**src/rtl/ps2_pkg.sv**
```systemverilog
// Shared types and constants for the PS/2 receive controller.
// Latency: n/a (package only).
// Backpressure: n/a (package only).
package ps2_pkg;

    // Receive FSM states.
    typedef enum logic [1:0] {
        ST_IDLE   = 2'd0,
        ST_DATA   = 2'd1,
        ST_PARITY = 2'd2,
        ST_STOP   = 2'd3
    } state_e;

    // Bit positions within the processor status/data word.
    localparam int VALID_BIT = 8;
    localparam int OVF_BIT   = 9;
    localparam int PERR_BIT  = 10;

    // Data bits per PS/2 frame.
    localparam int DATA_BITS = 8;

    // Odd parity holds when data plus parity bit contain an odd number of ones.
    function automatic logic odd_parity_ok(input logic [DATA_BITS:0] frame);
        return ^frame;
    endfunction

endpackage

```
**src/rtl/ps2_rx_ctrl_if.sv**
```systemverilog
// Bus bundle between a processor/keyboard side and the PS/2 receive controller.
// Latency: n/a (wiring only).
// Backpressure: none; rdEn is a single-cycle strobe, rdData is always valid.
//
// Signals:
//   ps2Clk, ps2Data : raw keyboard lines, asynchronous to the system clock
//   rdEn            : one-cycle read strobe (pops FIFO head, clears sticky flags)
//   rdData          : 32-bit status/data word
interface ps2_rx_ctrl_if;
    logic        ps2Clk;
    logic        ps2Data;
    logic        rdEn;
    logic [31:0] rdData;

    modport master (
        output ps2Clk,
        output ps2Data,
        output rdEn,
        input  rdData
    );

    modport slave (
        input  ps2Clk,
        input  ps2Data,
        input  rdEn,
        output rdData
    );
endinterface

```
**src/rtl/ps2_fifo.sv**
```systemverilog
// Small synchronous FIFO holding received scancodes; head is shown combinationally.
// Latency: a push is visible at head_o in the cycle after the pushing edge.
// Backpressure: none upstream; push while full (no pop) is dropped, pop while empty ignored.
//
// Ports:
//   clk, reset          : clock, asynchronous active-low reset
//   push_i, push_dat_i  : write strobe and byte
//   pop_i               : read strobe
//   full_o, empty_o     : occupancy status
//   head_o              : oldest entry, zero when empty
module ps2_fifo #(
    parameter int WIDTH = 8,
    parameter int DEPTH = 4     // power of two, 2..16
) (
    input  logic             clk,
    input  logic             reset,
    input  logic             push_i,
    input  logic [WIDTH-1:0] push_dat_i,
    input  logic             pop_i,
    output logic             full_o,
    output logic             empty_o,
    output logic [WIDTH-1:0] head_o
);
    localparam int PW = $clog2(DEPTH);
    localparam int CW = $clog2(DEPTH + 1);

    logic [WIDTH-1:0] mem_q [DEPTH];
    logic [PW-1:0]    wr_ptr_q, wr_ptr_d;
    logic [PW-1:0]    rd_ptr_q, rd_ptr_d;
    logic [CW-1:0]    cnt_q, cnt_d;
    logic             pop_ok;
    logic             push_ok;

    assign empty_o = (cnt_q == '0);
    assign full_o  = (cnt_q == CW'(DEPTH));

    // A pop frees a slot first, so a push into a full FIFO with a same-cycle
    // pop is accepted; a pop on an empty FIFO never happens, even with a push.
    assign pop_ok  = pop_i & ~empty_o;
    assign push_ok = push_i & (~full_o | pop_ok);

    always_comb begin
        wr_ptr_d = wr_ptr_q;
        rd_ptr_d = rd_ptr_q;
        cnt_d    = cnt_q;
        // Pointers are PW bits wide, so DEPTH being a power of two gives the wrap.
        if (push_ok) begin
            wr_ptr_d = wr_ptr_q + PW'(1);
        end
        if (pop_ok) begin
            rd_ptr_d = rd_ptr_q + PW'(1);
        end
        case ({push_ok, pop_ok})
            2'b10:   cnt_d = cnt_q + CW'(1);
            2'b01:   cnt_d = cnt_q - CW'(1);
            default: cnt_d = cnt_q;
        endcase
    end

    always_ff @(posedge clk or negedge reset) begin
        if (!reset) begin
            wr_ptr_q <= '0;
            rd_ptr_q <= '0;
            cnt_q    <= '0;
        end else begin
            wr_ptr_q <= wr_ptr_d;
            rd_ptr_q <= rd_ptr_d;
            cnt_q    <= cnt_d;
        end
    end

    // Storage needs no reset: entries are only observable once counted in.
    always_ff @(posedge clk) begin
        if (push_ok) begin
            mem_q[wr_ptr_q] <= push_dat_i;
        end
    end

    assign head_o = empty_o ? '0 : mem_q[rd_ptr_q];

endmodule

```
**src/rtl/ps2_rx_ctrl.sv**
```systemverilog
// PS/2 keyboard receiver: synchronizes ps2Clk/ps2Data, deframes 11-bit frames, queues scancodes.
// Latency: byte on rdData the cycle after the clk edge that samples the stop bit (3 clk after ps2Clk falls).
// Backpressure: none; bytes arriving with the FIFO full are dropped and flag overflow.
//
// Ports:
//   clk    : system clock
//   reset  : asynchronous active-low reset
//   bus    : ps2_rx_ctrl_if.slave (ps2Clk, ps2Data, rdEn in; rdData out)
//            rdData = {21'b0, parity_err, overflow, valid, head[7:0]}
//
// Build option: define PS2_PARITY_CHECK_EN to reject frames failing odd parity
// and report them in rdData[10]; otherwise the parity bit is ignored and bit 10 reads 0.
module ps2_rx_ctrl
    import ps2_pkg::*;
#(
    parameter int FIFO_DEPTH     = 4,
    parameter int TIMEOUT_CYCLES = 5000
) (
    input  logic   clk,
    input  logic   reset,
    ps2_rx_ctrl_if.slave bus
);
    localparam int TO_W = $clog2(TIMEOUT_CYCLES + 1);

    // Synchronizers and falling-edge detect.
    logic [1:0] clk_sync_q;
    logic [1:0] dat_sync_q;
    logic       clk_prev_q;
    logic       sample_evt;
    logic       sample_bit;

    // Frame FSM state.
    state_e             state_q, state_d;
    logic [2:0]         bit_cnt_q, bit_cnt_d;
    logic [DATA_BITS:0] shift_q, shift_d;   // data bits then parity, LSB first
    logic [TO_W-1:0]    to_cnt_q, to_cnt_d;

    logic       push_vld;
    logic       frame_ok;
    logic       ovf_q, ovf_d;
    logic       fifo_full;
    logic       fifo_empty;
    logic [7:0] fifo_head;
    logic [31:0] rd_dat;

    always_ff @(posedge clk or negedge reset) begin
        if (!reset) begin
            clk_sync_q <= 2'b11;
            dat_sync_q <= 2'b11;
            clk_prev_q <= 1'b1;
        end else begin
            clk_sync_q <= {clk_sync_q[0], bus.ps2Clk};
            dat_sync_q <= {dat_sync_q[0], bus.ps2Data};
            clk_prev_q <= clk_sync_q[1];
        end
    end

    assign sample_evt = clk_prev_q & ~clk_sync_q[1];
    assign sample_bit = dat_sync_q[1];

`ifdef PS2_PARITY_CHECK_EN
    logic perr_q, perr_d;
    logic perr_set;
    assign frame_ok = odd_parity_ok(shift_q);
    // Reported on any completed frame with bad parity, whatever the stop bit.
    assign perr_set = (state_q == ST_STOP) & sample_evt & ~frame_ok;
`else
    assign frame_ok = 1'b1;
`endif

    always_comb begin
        state_d   = state_q;
        bit_cnt_d = bit_cnt_q;
        shift_d   = shift_q;
        to_cnt_d  = '0;
        push_vld  = 1'b0;
        if (state_q == ST_IDLE) begin
            if (sample_evt && !sample_bit) begin
                state_d   = ST_DATA;
                bit_cnt_d = '0;
            end
        end else if (sample_evt) begin
            case (state_q)
                ST_DATA: begin
                    shift_d   = {sample_bit, shift_q[DATA_BITS:1]};
                    bit_cnt_d = bit_cnt_q + 3'd1;
                    if (bit_cnt_q == 3'(DATA_BITS - 1)) begin
                        state_d = ST_PARITY;
                    end
                end
                ST_PARITY: begin
                    // Final shift leaves data in [7:0] and parity in [8].
                    shift_d = {sample_bit, shift_q[DATA_BITS:1]};
                    state_d = ST_STOP;
                end
                default: begin
                    push_vld = sample_bit & frame_ok;
                    state_d  = ST_IDLE;
                end
            endcase
        end else if (to_cnt_q == TO_W'(TIMEOUT_CYCLES - 1)) begin
            // Keyboard went quiet mid-frame: abandon silently.
            state_d = ST_IDLE;
        end else begin
            to_cnt_d = to_cnt_q + TO_W'(1);
        end
    end

    always_ff @(posedge clk or negedge reset) begin
        if (!reset) begin
            state_q   <= ST_IDLE;
            bit_cnt_q <= '0;
            shift_q   <= '0;
            to_cnt_q  <= '0;
        end else begin
            state_q   <= state_d;
            bit_cnt_q <= bit_cnt_d;
            shift_q   <= shift_d;
            to_cnt_q  <= to_cnt_d;
        end
    end

    ps2_fifo #(
        .WIDTH (8),
        .DEPTH (FIFO_DEPTH)
    ) u_fifo (
        .clk        (clk),
        .reset      (reset),
        .push_i     (push_vld),
        .push_dat_i (shift_q[7:0]),
        .pop_i      (bus.rdEn),
        .full_o     (fifo_full),
        .empty_o    (fifo_empty),
        .head_o     (fifo_head)
    );

    // Sticky flags: a set in the same cycle as a read-clear wins.
    always_comb begin
        ovf_d = (ovf_q & ~bus.rdEn) | (push_vld & fifo_full & ~bus.rdEn);
    end

`ifdef PS2_PARITY_CHECK_EN
    always_comb begin
        perr_d = (perr_q & ~bus.rdEn) | perr_set;
    end

    always_ff @(posedge clk or negedge reset) begin
        if (!reset) begin
            perr_q <= 1'b0;
        end else begin
            perr_q <= perr_d;
        end
    end
`endif

    always_ff @(posedge clk or negedge reset) begin
        if (!reset) begin
            ovf_q <= 1'b0;
        end else begin
            ovf_q <= ovf_d;
        end
    end

    always_comb begin
        rd_dat            = '0;
        rd_dat[7:0]       = fifo_head;
        rd_dat[VALID_BIT] = ~fifo_empty;
        rd_dat[OVF_BIT]   = ovf_q;
`ifdef PS2_PARITY_CHECK_EN
        rd_dat[PERR_BIT]  = perr_q;
`endif
    end

    assign bus.rdData = rd_dat;

endmodule

```
**src/flat_wrapper.sv**
```systemverilog
// flat-port wrapper written by rule: the top's interface ports become plain ports
module ps2_rx_ctrl_flat import ps2_pkg::*;
#(
    parameter int FIFO_DEPTH     = 4,
    parameter int TIMEOUT_CYCLES = 5000
)
  (clk, reset, bus_ps2Clk, bus_ps2Data, bus_rdEn, bus_rdData);
  ps2_rx_ctrl_if bus_i ();
  input  logic clk;
  input  logic reset;
  input wire logic [$bits(bus_i.ps2Clk)-1:0] bus_ps2Clk;
  input wire logic [$bits(bus_i.ps2Data)-1:0] bus_ps2Data;
  input wire logic [$bits(bus_i.rdEn)-1:0] bus_rdEn;
  output wire logic [$bits(bus_i.rdData)-1:0] bus_rdData;
  assign bus_i.ps2Clk = bus_ps2Clk;
  assign bus_i.ps2Data = bus_ps2Data;
  assign bus_i.rdEn = bus_rdEn;
  assign bus_rdData = bus_i.rdData;
  ps2_rx_ctrl #(.FIFO_DEPTH(FIFO_DEPTH), .TIMEOUT_CYCLES(TIMEOUT_CYCLES)) u_core (.clk(clk), .reset(reset), .bus(bus_i));
endmodule
```
**config.mk**
```make
export PLATFORM = sky130hd
export DESIGN_NAME = ps2_rx_ctrl_flat
export DESIGN_NICKNAME = d
export VERILOG_FILES = /design/src/rtl/ps2_pkg.sv /design/src/rtl/ps2_rx_ctrl_if.sv /design/src/rtl/ps2_fifo.sv /design/src/rtl/ps2_rx_ctrl.sv /design/src/flat_wrapper.sv
export SDC_FILE = /design/constraint.sdc
export NUM_CORES = 1
export LEC_CHECK = 0
export BUFFER_PORTS_ARGS = -buffer_cell sky130_fd_sc_hd__buf_2
export CAP_MARGIN = 5
export CORE_MARGIN = 1
export CORE_UTILIZATION = 40
export CTS_BUF_LIST = sky130_fd_sc_hd__clkbuf_8
export DETAILED_ROUTE_END_ITERATION = 8
export GPL_TIMING_DRIVEN = 0
export MAX_ROUTING_LAYER = met4
export PLACE_DENSITY_LB_ADDON = 0.05
export SLEW_MARGIN = 20
export SYNTH_ARGS = -nofsm -noshare
export SYNTH_HDL_FRONTEND = slang
export SYNTH_SLANG_ARGS = --single-unit
export TNS_END_PERCENT = 1
```
**constraint.sdc**
```tcl
create_clock -name clk -period 5.59 [get_ports clk]
set_input_delay 0.2795 -clock clk [delete_from_list [all_inputs] [get_ports clk]]
set_output_delay 0.2795 -clock clk [all_outputs]
set_load 0.01 [all_outputs]
```
==> summary.md <==
| Metric | Value |
|---|---|
| Worst min path class | in -> reg |
| Final setup vio count | 0 |
| First-pass GRT wire length | 9140 µm |
| Flops & latches, synth | ~70 |
| Setup bufs post-CTS | 0 |
| Critical path capture point type | flip-flop |
| Die width | ~94 µm |
| Placer Congestion | roughly 0.77 |
| Routed Antenna Nets | 0 |
| VDD IR-drop max | ~0.16 mV |
| Setup TNS | 0 ns |
| Placeable Area | 0.00822 mm² |
| Post-synthesis cell count | roughly 250 |
| H-tree Lvls | 3 |
| GR Overflow Total | 0 |
| Most frequent cells in the layout | 35 x dfrtp_1, 32 x edfxtp_1, 23 x buf_4 |
| Placed cells | 393 |
| Die ar. | ~0.0089 mm² |
| Drt drc | 0 |
| WP data required | approximately 5.8 ns |
| Post-CTS Resized | 0 |
| Pins Over Slew Limit | 0 |
| RSZ-0062 raised after global routing | no |
| Unique cell type count in the Yosys netlist | 49 |
| Most common cell after layout, fill and taps aside | dfrtp_1 |
| # hold bufs at CTS | 0 |
| Cell area after synthesis | 0.00340 mm² |
| Crit path max fanout | 7 |
| Rows | 33 |
| Die height | between 90 and 100 µm |
| Clock Sink Count | 72 |
| Detail-routed via count per cell | about 4.7 |
| Post-synth EDFFs | 32 |
| Clk slew on worst S/H paths | 0.08 ns |
| Clock tree buffer depth | 2 |
| Input/output buffers | 13 |
| Crit start category | flip-flop |
| Asr flop ratio synth | a little under three fifths |
| CTS tree | built |
| Top Ports | 37 |
| DR iter-0 viols | 77 |
| Via count | around 1900 |
| Max Cap Viol | 0 |
| Multi-input gate area | between 0.001 and 0.0015 mm² |
| Number of global-route vias before repair | ~1800 |
| Arr. time, crit path | about 3 ns |
| Tot GR Track Use | about 14% |
| Worst hold margin | between 0.03 and 0.04 ns |
| Worst skew pair latency | approximately 0.34 ns |
| Final Cycle Share | 50.9% |
| Initial antenna violation count | 0 |
| YS warnings | 0 |
| Pre-CTS setup slack | ~2.7 ns |
| Average cell area after synthesis | approximately 13 µm² |
| Total power | about 1800 µW |
| Largest net degree at the start of global routing | 41 |
| Status | finished clean |
| Initial Util | around two fifths |
| Reg area | a little under 0.002 mm² |
| Register area share after synthesis | around 58% |
| Static Leak | around 0.0016 µW |
| Final min period | around 2.8 ns |
| Detail Placement HPWL | ~3600 µm |
| Main flop type after synthesis | dfrtp_1 |
| Antenna cell count | 0 |
| Final hold violations | 0 |
| Layout area overhead | 14.7% |
| Pwr Density | 465 mW/mm² |
| WL final | about 5500 µm |
| Synth area leader | edfxtp_1 |
| Yosys top cell area share | ~28% |
| Worst slew margin | between 30% and 40% |
| CP Class | reg -> reg |
| CTS Root Cell | clkbuf_8 |
| Worst-margin pin slew | ~0.9 ns |
| Share of layout cells above drive strength 1 | 30.3% |
| Setup ws final | 2.74 ns |
| DR pass1 iterations | 4 |
| # fillers | 732 |
| Maximum clock frequency | between 300 and 400 MHz |
| Post-Layout Cell Count | between 400 and 500 |
| Worst clock skew | roughly 0.015 ns |
| TritonCTS buffer count | 9 |
| Synth top area cells | edfxtp_1 28%, dfrtp_1 26%, mux4_2 5.3% |
| Wire per inst | approximately 13 µm |
| Nets | between 300 and 400 |
layer usage:
layer / GRT usage, % / vias up / part of all wire [%]
met4: 6.92 / 0 / 1.3
met2: 22.2 / 39 / 47
met3: 3.40 / 7 / 3.5
li1: - / 950 / -
met1: 17.8 / 917 / 48
met5: - / - / 0
sequential cells by signal, summed over array words and instances, names as in the netlist:
name / flops
u_core.u_fifo.mem_q: 32
u_core.to_cnt_q: 13
u_core.shift_q: 9
u_core.bit_cnt_q: 3
u_core.u_fifo.cnt_q: 3
u_core.clk_sync_q: 2
u_core.dat_sync_q: 2
u_core.state_q: 2
u_core.u_fifo.rd_ptr_q: 2
u_core.u_fifo.wr_ptr_q: 2
u_core.clk_prev_q: 1
u_core.ovf_q: 1
kinds of logic after synthesis:
kind of cell | count (synthesis) | synth area share (%)
adder cells (fa/ha/maj) | 11 | 4.26
flip-flops | 72 | 57.8
other | 1 | 0.110
XOR/XNOR | 15 | 3.86
AND/OR/NAND/NOR | 74 | 12.8
AO/OA/AOI/OAI | 21 | 4.48
multiplexers | 20 | 9.19
buffers and inverters | 40 | 7.46
area by class of cell:
type | count | area share [%]
flip-flops and latches | 72 | 50.4
multi-input cells | 163 | 32.3
plain buffers | 30 | 5.54
well taps | 105 | 3.36
clock buffers | 9 | 3.17
clock inverters | 7 | 2.63
repair buffers | 13 | 1.67
inverters | 10 | 0.961
final timing paths:
kind                                           startpoint  slack [ns]                            endpoint  cells after the start
setup / recovery            u_core.state_q[0]$_DFFE_PN0P_        2.74  u_core.u_fifo.cnt_q[2]$_DFFE_PN0P_                      9
min in group asynchronous                           reset        0.07       u_core.shift_q[0]$_DFFE_PN0P_                      1
setup reg to reg            u_core.state_q[0]$_DFFE_PN0P_        2.74  u_core.u_fifo.cnt_q[2]$_DFFE_PN0P_                      9
hold reg to reg            u_core.clk_sync_q[0]$_DFF_PN1_        0.35      u_core.clk_sync_q[1]$_DFF_PN1_                      0
max in group asynchronous                           reset        4.93        u_core.to_cnt_q[3]$_DFF_PN0_                      1
hold / removal                                bus_ps2Data        0.04      u_core.dat_sync_q[0]$_DFF_PN1_                      1
where the power goes:
group / internal, µW / total [µW] / switching [µW]
logic: 287 / 597 / 310
registers: 673 / 756 / 83.1
clock network: 256 / 463 / 207
cells in the mapped netlist, drive strengths merged (5+ instances only):
| cell type | n |
|---|---|
| and2 | 12 |
| dfrtp | 35 |
| nor3 | 6 |
| buf | 25 |
| dfstp | 5 |
| mux4 | 8 |
| nand3 | 5 |
| xnor2 | 12 |
| clkbuf | 5 |
| ha | 10 |
| nand2 | 11 |
| inv | 10 |
| edfxtp | 32 |
| mux2 | 10 |
| nor2 | 20 |
stage by stage:
step	cell area, µm²	util (%)
CTS	3910	47.5
floorplan	3480	-
detailed placement	3680	44.8
finish	3910	47.5
global placement	3680	44.8
global route	3910	47.5
critical path, stage by stage, from the launching register on:
cell	delay (ns)
dfrtp_1	0.38
inv_1	0.07
ha_1	0.32
nand4bb_1	0.21
nor2_1	0.17
or2_2	0.34
fa_1	0.41
or4_1	0.51
a31oi_1	0.20
o211ai_1	0.11
Power figures use the tool's default switching activity.
